<file path="src/rtl/branch_exec_unit.sv">
// Branch/jump resolution stage: evaluates the branch condition, computes the
// corrected fetch address and predictor updates, and presents them through a 1-deep result register.
module branch_exec_unit #(
   parameter int WIDTH = 32,
   parameter int TAG_W = 5,
   parameter int CTR_W = 2,
   parameter int CNT_W = 16
) (
   input  logic             clk,
   input  logic             reset_n,
   input  logic             flush,
   input  logic             inValid,
   output logic             inReady,
   input  logic [WIDTH-1:0] src1,
   input  logic [WIDTH-1:0] src2,
   input  logic [WIDTH-1:0] targetAddress,
   input  logic [WIDTH-1:0] nxtPC,
   input  logic [WIDTH-1:0] predictedPC,
   input  logic             isJAL,
   input  logic             isJALR,
   input  logic [2:0]       funct3,
   input  logic [CTR_W-1:0] state,
   input  logic             redirect,
   input  logic [TAG_W-1:0] tagIn,
   output logic             outValid,
   input  logic             outReady,
   output logic [TAG_W-1:0] tagOut,
   output logic [WIDTH-1:0] correctAddress,
   output logic [WIDTH-1:0] branchResult,
   output logic [CTR_W-1:0] nextState,
   output logic             reset,
   output logic             takenBranch,
   output logic             writeBTB,
   output logic             btbValid,
   output logic             updatePHT,
   input  logic             perfClear,
   output logic [CNT_W-1:0] branchCount,
   output logic [CNT_W-1:0] mispredictCount
);

   logic             accept;
   logic             is_cond, is_jal, is_jalr, is_inval;
   logic             br_taken;
   logic [WIDTH-1:0] jalr_sum;
   logic [WIDTH-1:0] fetched_pc;
   logic [WIDTH-1:0] calc_addr;
   logic [CTR_W-1:0] calc_state;
   logic             calc_reset, calc_taken, calc_wbtb, calc_bval;

   assign inReady = !outValid || outReady;
   assign accept  = inValid && inReady && !flush;

   always_comb begin
      is_cond  = !isJAL && !isJALR;
      is_jal   = isJAL && !isJALR;
      is_jalr  = isJALR && !isJAL;
      is_inval = isJAL && isJALR;

      br_taken = 1'b0;
      case (funct3)
         3'b000:  br_taken = (src1 == src2);
         3'b001:  br_taken = (src1 != src2);
         3'b100:  br_taken = ($signed(src1) <  $signed(src2));
         3'b101:  br_taken = ($signed(src1) >= $signed(src2));
         3'b110:  br_taken = (src1 <  src2);
         3'b111:  br_taken = (src1 >= src2);
         default: br_taken = 1'b0;
      endcase

      jalr_sum   = src1 + src2;
      fetched_pc = redirect ? predictedPC : nxtPC;

      calc_addr  = nxtPC;
      calc_taken = 1'b0;
      calc_wbtb  = 1'b0;
      calc_state = state;
      if (is_jal) begin
         calc_addr  = targetAddress;
         calc_taken = 1'b1;
      end else if (is_jalr) begin
         calc_addr  = {jalr_sum[WIDTH-1:1], 1'b0};
         calc_taken = 1'b1;
         calc_wbtb  = 1'b1;
      end else if (is_cond) begin
         calc_addr  = br_taken ? targetAddress : nxtPC;
         calc_taken = br_taken;
         calc_wbtb  = br_taken || redirect;
         if (br_taken)
            calc_state = (state == '1) ? state : state + CTR_W'(1);
         else
            calc_state = (state == '0) ? state : state - CTR_W'(1);
      end

      calc_reset = !is_inval && (calc_addr != fetched_pc);
      calc_bval  = !(is_cond && !br_taken && redirect);
   end

   always_ff @(posedge clk) begin
      if (!reset_n) begin
         outValid       <= 1'b0;
         tagOut         <= '0;
         correctAddress <= '0;
         branchResult   <= '0;
         nextState      <= '0;
         reset          <= 1'b0;
         takenBranch    <= 1'b0;
         writeBTB       <= 1'b0;
         btbValid       <= 1'b0;
         updatePHT      <= 1'b0;
      end else begin
         // flush only drops the valid bit; result fields keep their last value
         if (flush)
            outValid <= 1'b0;
         else if (accept)
            outValid <= 1'b1;
         else if (outReady)
            outValid <= 1'b0;

         if (accept) begin
            tagOut         <= tagIn;
            correctAddress <= calc_addr;
            branchResult   <= nxtPC;
            nextState      <= calc_state;
            reset          <= calc_reset;
            takenBranch    <= calc_taken;
            writeBTB       <= calc_wbtb;
            btbValid       <= calc_bval;
            updatePHT      <= is_cond;
         end
      end
   end

   always_ff @(posedge clk) begin
      if (!reset_n || perfClear) begin
         branchCount     <= '0;
         mispredictCount <= '0;
      end else begin
         if (accept && is_cond && branchCount != '1)
            branchCount <= branchCount + CNT_W'(1);
         if (accept && calc_reset && mispredictCount != '1)
            mispredictCount <= mispredictCount + CNT_W'(1);
      end
   end

endmodule

</file>
<file path="config.mk">
export PLATFORM = sky130hd
export DESIGN_NAME = branch_exec_unit
export DESIGN_NICKNAME = d
export VERILOG_FILES = /design/src/rtl/branch_exec_unit.sv
export SDC_FILE = /design/constraint.sdc
export NUM_CORES = 1
export LEC_CHECK = 0
export ABC_CLOCK_PERIOD_IN_PS = 7610
export BUFFER_PORTS_ARGS = -buffer_cell sky130_fd_sc_hd__buf_2
export CORE_MARGIN = 5
export CORE_UTILIZATION = 30
export CTS_CLUSTER_DIAMETER = 30
export DETAILED_ROUTE_END_ITERATION = 8
export PLACE_DENSITY = 0.49
export SLEW_MARGIN = 20
export SYNTH_ARGS = -nofsm -noshare
export SYNTH_HDL_FRONTEND = slang
export SYNTH_SLANG_ARGS = --single-unit
</file>
<file path="constraint.sdc">
create_clock -name clk -period 7.61 [get_ports clk]
set_clock_uncertainty 0.1 [all_clocks]
set_input_delay 1.522 -clock clk [delete_from_list [all_inputs] [get_ports clk]]
set_output_delay 1.522 -clock clk [all_outputs]
set_load 0.1 [all_outputs]
</file>
==> out/results.tsv, run 1 <==
metric	value	unit
result of the run	finished, final reports clean	
number of stages on the worst hold path	2	
Highest Clock Rate	153	MHz
metal1 wirelength	17000	µm
final clock period utilization by the worst path	0.860	
DRC violation total after the first TritonRoute iteration	744	
number of top-level pins	289	
Detail Placement HPWL	31300	µm
data required time of the critical path	7790	ps
number of global-route vias before repair	9629	
GRT Overall Usage	0.210	
Yosys top cell by area	sky130_fd_sc_hd__dfxtp_1	
Worst slew margin	0.302	
worst path setup slack after routing	1060	ps
fraction of synthesized cell area taken by the top area cell type	0.234	
Gates resized, CTS repair	0	
most instantiated library cell after synthesis	sky130_fd_sc_hd__nand2_1	
final setup violating endpoints	0	
Worst-Margin Slew	1040	ps
most common flop cell mapped by yosys	sky130_fd_sc_hd__dfxtp_1	
wire length after detailed routing	38500	µm
DR WL/cell	20.1	µm
Yosys warning count	0	
Final Hold Fails	0	
number of buffers inserted during clock tree synthesis	9	
antenna-violating nets left	0	
total of hold buffers inserted after clock tree synthesis	0	
TritonCTS clock tree	built	
worst setup slack after placement	766	ps
classification of the worst setup path	primary input to flip-flop	
number of antenna violations at the first check in global routing	9	
end point of the worst hold path	branchResult[0]	
startpoint type of the worst setup path	primary input	
Tightest Hold Check Type	flip-flop to flip-flop	
top cells by count, synth	sky130_fd_sc_hd__nand2_1, sky130_fd_sc_hd__a21oi_1, sky130_fd_sc_hd__dfxtp_1, sky130_fd_sc_hd__nor2_1, sky130_fd_sc_hd__inv_1	
floorplan die height	186	µm
weighted congestion at the end of routability-driven global placement	0.907	
VDD IR-drop max	105	µV
final design utilization	0.370	
cells taking the most area after synthesis	sky130_fd_sc_hd__dfxtp_1, sky130_fd_sc_hd__ha_1, sky130_fd_sc_hd__nand2_1	
static leakage	5.05	nW
synthesized instance count	1270	
setup repair after global routing missed its margin	no	
flip-flop and latch count after synthesis	109	
R2R Setup Slk	5010	ps
launch instance of the worst min-delay path	branchResult[0]	
Worst R2R Path Depth	10	
initial core utilization	0.304	
DRT Pass-1 Iters	6	
Core Region	30700	µm²
share of final-layout standard cells stronger than drive strength 1	0.233	
Post-synth EDFFs	0	
power density over the cells	164	nW/µm²
syn avg cell area	7.34	µm²
GRT overflow	0	
worst r2r src	outValid	
PortBufs	288	
Area growth, synth to finish	21.8	%
number of buffers inserted to repair setup after CTS	0	
FF-to-FF End	branchCount[15]	
number of vias per cell after detailed routing	5.41	
final critical-path required period	6550	ps
pin count of the biggest net entering global routing	86	
Max H-tree Level	3	
critical path endpoint category	flip-flop	
clk_lat worst skew	350	ps
Synthesized Nets	1515	
asr flop ratio synth	0	
CTS clock-pin slew for the worst setup and hold paths	80	ps
clock sink total	109	
post-synth cell types	89	
max-cap check violation count	0	
Cell Rows	64	
uppermost layer routed	met5	
Arr. time, crit path	6730	ps
max-slew violation count	0	
total die area	34700	µm²
chip width	186	µm
final-layout worst hold slack	355	ps
vias after detailed routing	10351	
sum of met2 wire segment lengths after detailed routing	17900	µm
crit-path max FO	33	
global-route wire length before repair	56500	µm
Post-Route Setup TNS	0	ps
maximum number of buffers from clock root to sink	2	
clock root cell	sky130_fd_sc_hd__clkbuf_16	
sum of met3 wire segment lengths after detailed routing	2830	µm
Post-route DRC	0	
nets	1755	
synthesized cell area	9320	µm²
filler cell count in the final layout	3394	
Seq/Total Area, Yosys	0.234	
state kept, by name (all words and copies together) (netlist names):
| name | cells |
|---|---|
| branchResult | 32 |
| correctAddress | 32 |
| branchCount | 16 |
| mispredictCount | 16 |
| tagOut | 5 |
| nextState | 2 |
| btbValid | 1 |
| outValid | 1 |
| reset | 1 |
| takenBranch | 1 |
| updatePHT | 1 |
| writeBTB | 1 |
stage by stage:
stage | instances | total power [mW] | cell area (µm²)
5_1_grt | 1912 | 1.95 | 11300
3_3_place_gp | 1895 | 1.38 | 11000
2_1_floorplan | 1270 | 1.15 | 9320
6_report | 1914 | 1.86 | 11300
3_5_place_dp | 1895 | 1.38 | 11000
4_1_cts | 1911 | 1.86 | 11300
worst max path at each step:
stage	from	to	slack, ps	cells after the start
detailed placement	src1[7]	mispredictCount[1]	770	17
global route	src2[11]	mispredictCount[1]	650	18
global placement	src2[16]	mispredictCount[1]	800	18
CTS	src1[7]	mispredictCount[1]	1120	17
floorplan	src2[11]	mispredictCount[13]	1670	20
finish	src2[11]	mispredictCount[1]	1060	18
cells in the final DEF, fill, tap and decap left out, types with 9 or more instances in the layout:
cell	instances
sky130_fd_sc_hd__o21a_1	9
sky130_fd_sc_hd__nor2b_1	22
sky130_fd_sc_hd__inv_1	73
sky130_fd_sc_hd__nor3_1	30
sky130_fd_sc_hd__buf_4	11
sky130_fd_sc_hd__and2_1	15
sky130_fd_sc_hd__nor4_1	9
sky130_fd_sc_hd__dfxtp_1	109
sky130_fd_sc_hd__clkbuf_16	9
sky130_fd_sc_hd__nand4_1	19
sky130_fd_sc_hd__nor2_1	97
sky130_fd_sc_hd__o31ai_1	12
sky130_fd_sc_hd__xnor2_1	26
sky130_fd_sc_hd__nand2b_1	15
sky130_fd_sc_hd__a21oi_1	116
sky130_fd_sc_hd__nand3_1	31
sky130_fd_sc_hd__buf_2	288
sky130_fd_sc_hd__o211ai_1	24
sky130_fd_sc_hd__or2_2	9
sky130_fd_sc_hd__or4_1	16
sky130_fd_sc_hd__nand2_1	184
sky130_fd_sc_hd__o22ai_1	15
sky130_fd_sc_hd__and3_1	10
sky130_fd_sc_hd__ha_1	65
sky130_fd_sc_hd__xor2_1	23
sky130_fd_sc_hd__mux2i_1	23
sky130_fd_sc_hd__or3_1	17
sky130_fd_sc_hd__a21boi_0	19
sky130_fd_sc_hd__o21ai_0	48
sky130_fd_sc_hd__a221oi_1	11
where the power goes:
part / internal (mW) / switching, mW / total (mW)
Combinational: 0.230 / 0.538 / 0.768
Sequential: 0.593 / 0.0119 / 0.605
Clock: 0.241 / 0.242 / 0.483
critical path, cell delays in order:
cell and delay, ps:
sky130_fd_sc_hd__buf_2 90, sky130_fd_sc_hd__inv_1 40, sky130_fd_sc_hd__ha_1 430, sky130_fd_sc_hd__nand4_1 240, sky130_fd_sc_hd__or4_4 590, sky130_fd_sc_hd__nor4_1 250, sky130_fd_sc_hd__a211oi_1 90, sky130_fd_sc_hd__a311o_1 380
sky130_fd_sc_hd__a21oi_4 330, sky130_fd_sc_hd__a31o_2 670, sky130_fd_sc_hd__o22ai_1 240, sky130_fd_sc_hd__xor2_1 200, sky130_fd_sc_hd__a2111oi_0 380, sky130_fd_sc_hd__and4_1 260, sky130_fd_sc_hd__nand4_1 100, sky130_fd_sc_hd__and4b_4 580
sky130_fd_sc_hd__o21ai_0 160, sky130_fd_sc_hd__a21oi_1 150
cell type report:
type	instances	area [µm²]	area share
clock buffer	10	239	0.0211
antenna	3	7.51	0.000662
clock inverter	6	57.6	0.00507
inverter	75	282	0.0248
tap	396	495	0.0437
multi-input combinational	1016	6560	0.578
timing repair buffer	299	1520	0.134
sequential	109	2180	0.192
cell families after synthesis:
logic type                 synth area share
AOI/OAI and AO/OA                     0.275
buffers and inverters                0.0628
adders and majority gates            0.0894
DFF                                   0.234
muxes                                0.0322
and+or+nand+nor                       0.260
xor gates and xnor gates             0.0461
layer usage:
layer  up-vias  GRT usage
met1      4832      0.285
met5         -          0
met2       365      0.350
met3        53     0.0348
li1       5085          -
met4        16     0.0487
(Power assumes the default switching activity.)
==> run 2, diff against run 1 <==
--- a/config.mk
+++ b/config.mk
@@ -7,11 +7,14 @@
 export LEC_CHECK = 0
 export ABC_CLOCK_PERIOD_IN_PS = 7610
 export BUFFER_PORTS_ARGS = -buffer_cell sky130_fd_sc_hd__buf_2
+export CELL_PAD_IN_SITES_DETAIL_PLACEMENT = 0
+export CELL_PAD_IN_SITES_GLOBAL_PLACEMENT = 1
 export CORE_MARGIN = 5
 export CORE_UTILIZATION = 30
 export CTS_CLUSTER_DIAMETER = 30
 export DETAILED_ROUTE_END_ITERATION = 8
-export PLACE_DENSITY = 0.49
+export PLACE_DENSITY = 0.65
+export SETUP_SLACK_MARGIN = 0.4
 export SLEW_MARGIN = 20
 export SYNTH_ARGS = -nofsm -noshare
 export SYNTH_HDL_FRONTEND = slang
==> out/results.tsv, run 2 (synthesis gave the netlist of run 1 again) <==
metric	value	unit	change
number of buffers inserted during clock tree synthesis	9		unchanged
critical path endpoint category	flip-flop		
Post-route DRC	0		unchanged
Worst-Margin Slew	934	ps	-108 ps
sequence of cells on the critical path	buf_2 > ha_1 > a41oi_1 > o21ai_1 > a221o_1 > o21a_1 > nor3_2 > mux2i_2 > a31o_2 > o22ai_1 > xor2_1 > a2111oi_0 > and4_1 > nand4_1 > and4b_4 > o21ai_0 > and2_1		
delay of the slowest cell on the worst path	590	ps	-80 ps
Arr. time, crit path	6630	ps	-100 ps
DR WL/cell	20.2	µm	+0.33%
sum of met3 wire segment lengths after detailed routing	2640	µm	-7.0%
Worst slew margin	0.370		+0.0674
final clock period utilization by the worst path	0.851		-0.00980
startpoint type of the worst setup path	primary input		
initial core utilization	0.304		unchanged
metal1 wirelength	17600	µm	+4.0%
final setup violating endpoints	0		unchanged
registers with the most flip-flops	branchResult x32, correctAddress x32		
CTS clock-pin slew for the worst setup and hold paths	70	ps	about the same
Core Region	30700	µm²	unchanged
static leakage	5.06	nW	+0.21%
crit-path max FO	33		unchanged
Post-Route Setup TNS	0	ps	unchanged
VDD IR-drop max	98.8	µV	-6.0%
total die area	34700	µm²	unchanged
chip width	186	µm	unchanged
sum of met2 wire segment lengths after detailed routing	17500	µm	-2.3%
setup repair after global routing missed its margin	no		
net switching component of the power	0.785	mW	-0.92%
uppermost layer routed	met5		
top library cells by usage in the layout, fill and taps aside	sky130_fd_sc_hd__buf_2, sky130_fd_sc_hd__nand2_1, sky130_fd_sc_hd__a21oi_1		
share of final-layout standard cells stronger than drive strength 1	0.235		+0.00202
power density over the cells	162	nW/µm²	-1.2%
maximum number of buffers from clock root to sink	2		unchanged
cell-internal power	1.05	mW	-0.91%
Max H-tree Level	3		unchanged
clock root cell	sky130_fd_sc_hd__clkbuf_16		
wire length after detailed routing	38800	µm	+0.70%
GRT overflow	0		unchanged
DRT Pass-1 Iters	5		-1
Gates resized, CTS repair	0		unchanged
vias after detailed routing	10293		-0.56%
number of antenna violations at the first check in global routing	8		-1
GRT Overall Usage	0.214		+0.00465
DRC violation total after the first TritonRoute iteration	809		+8.7%
number of buffers inserted to repair setup after CTS	0		unchanged
weighted congestion at the end of routability-driven global placement	0.886		-2.2%
switching portion of total power	0.427		about the same
Clock Power Share	0.250		-0.010
data required time of the critical path	7770	ps	-20 ps
most common cell after layout, fill and taps aside	sky130_fd_sc_hd__buf_2		
total of hold buffers inserted after clock tree synthesis	0		unchanged
final critical-path required period	6470	ps	-74.6 ps
Detail Placement HPWL	31400	µm	+0.38%
clock sink total	109		unchanged
result of the run	finished, final reports clean		
number of top-level pins	289		unchanged
pin count of the biggest net entering global routing	86		unchanged
floorplan die height	186	µm	unchanged
Area growth, synth to finish	22.0	%	
Final Hold Fails	0		unchanged
max-slew violation count	0		unchanged
final design utilization	0.371		+0.000898
Tightest Hold Check Type	flip-flop to flip-flop		
antenna-violating nets left	0		unchanged
Gate power share	0.421		+0.007
TritonCTS clock tree	built		
number of global-route vias before repair	9725		+1.0%
Cell Rows	64		unchanged
PortBufs	288		unchanged
cell at the slowest stage of the critical path	sky130_fd_sc_hd__a31o_2		
global-route wire length before repair	57600	µm	+1.8%
clk_lat worst skew	370	ps	+20 ps
max-cap check violation count	0		unchanged
nets	1760		+0.28%
classification of the worst setup path	primary input to flip-flop		
Reg power frac	0.329		+0.003
Highest Clock Rate	154	MHz	+1.2%
number of vias per cell after detailed routing	5.36		-0.92%
-- run 2: path summary, 6_finish.rpt --
kind,slack [ps],end,depth (start not counted),startpoint
hold / removal,350,branchResult[23],2,branchResult[23]
hold reg to reg,350,branchResult[23],2,branchResult[23]
setup reg to reg,4520,branchCount[15],10,outValid
setup / recovery,1140,reset,17,src1[26]
-- run 2: per-stage QoR --
stage	total power, mW	hold slack, ps	worst slack [ps]	cells	area (µm²)
2_1_floorplan	1.15	786	1670	1270	9320
3_3_place_gp	1.38	340	809	1900	11100
3_5_place_dp	1.39	346	766	1900	11100
4_1_cts	1.85	357	1140	1915	11400
5_1_grt	1.94	375	738	1919	11400
6_report	1.84	351	1140	1921	11400
-- run 2: power by group through the flow --
stage	registers, mW	logic [mW]	clock network [mW]
2_1_floorplan	0.784	0.367	0
3_3_place_gp	0.618	0.766	0
3_5_place_dp	0.618	0.768	0
4_1_cts	0.605	0.770	0.476
5_1_grt	0.608	0.833	0.500
6_report	0.605	0.774	0.460
-- run 2: critical path: cells and delay by family --
kind	cells	cell delay, ps
simple gates	5	1410
buf+inv	1	110
fa+ha+maj	1	380
xor+xnor	1	190
compound gates	8	2420
mux	1	560
-- run 2: metal layers --
layer / global-route usage / vias up
li1: - / 5073
met2: 0.347 / 350
met3: 0.0299 / 58
met5: 0 / -
met1: 0.298 / 4804
met4: 0.0641 / 8
-- run 2: layout make-up --
cell class,instances,area [µm²]
clock buffer,9,225
timing repair buffer,304,1560
sequential,109,2180
fill,3372,19300
antenna,6,15.0
tap,396,495
inverter,75,282
multi-input combinational,1016,6560
clock inverter,6,53.8
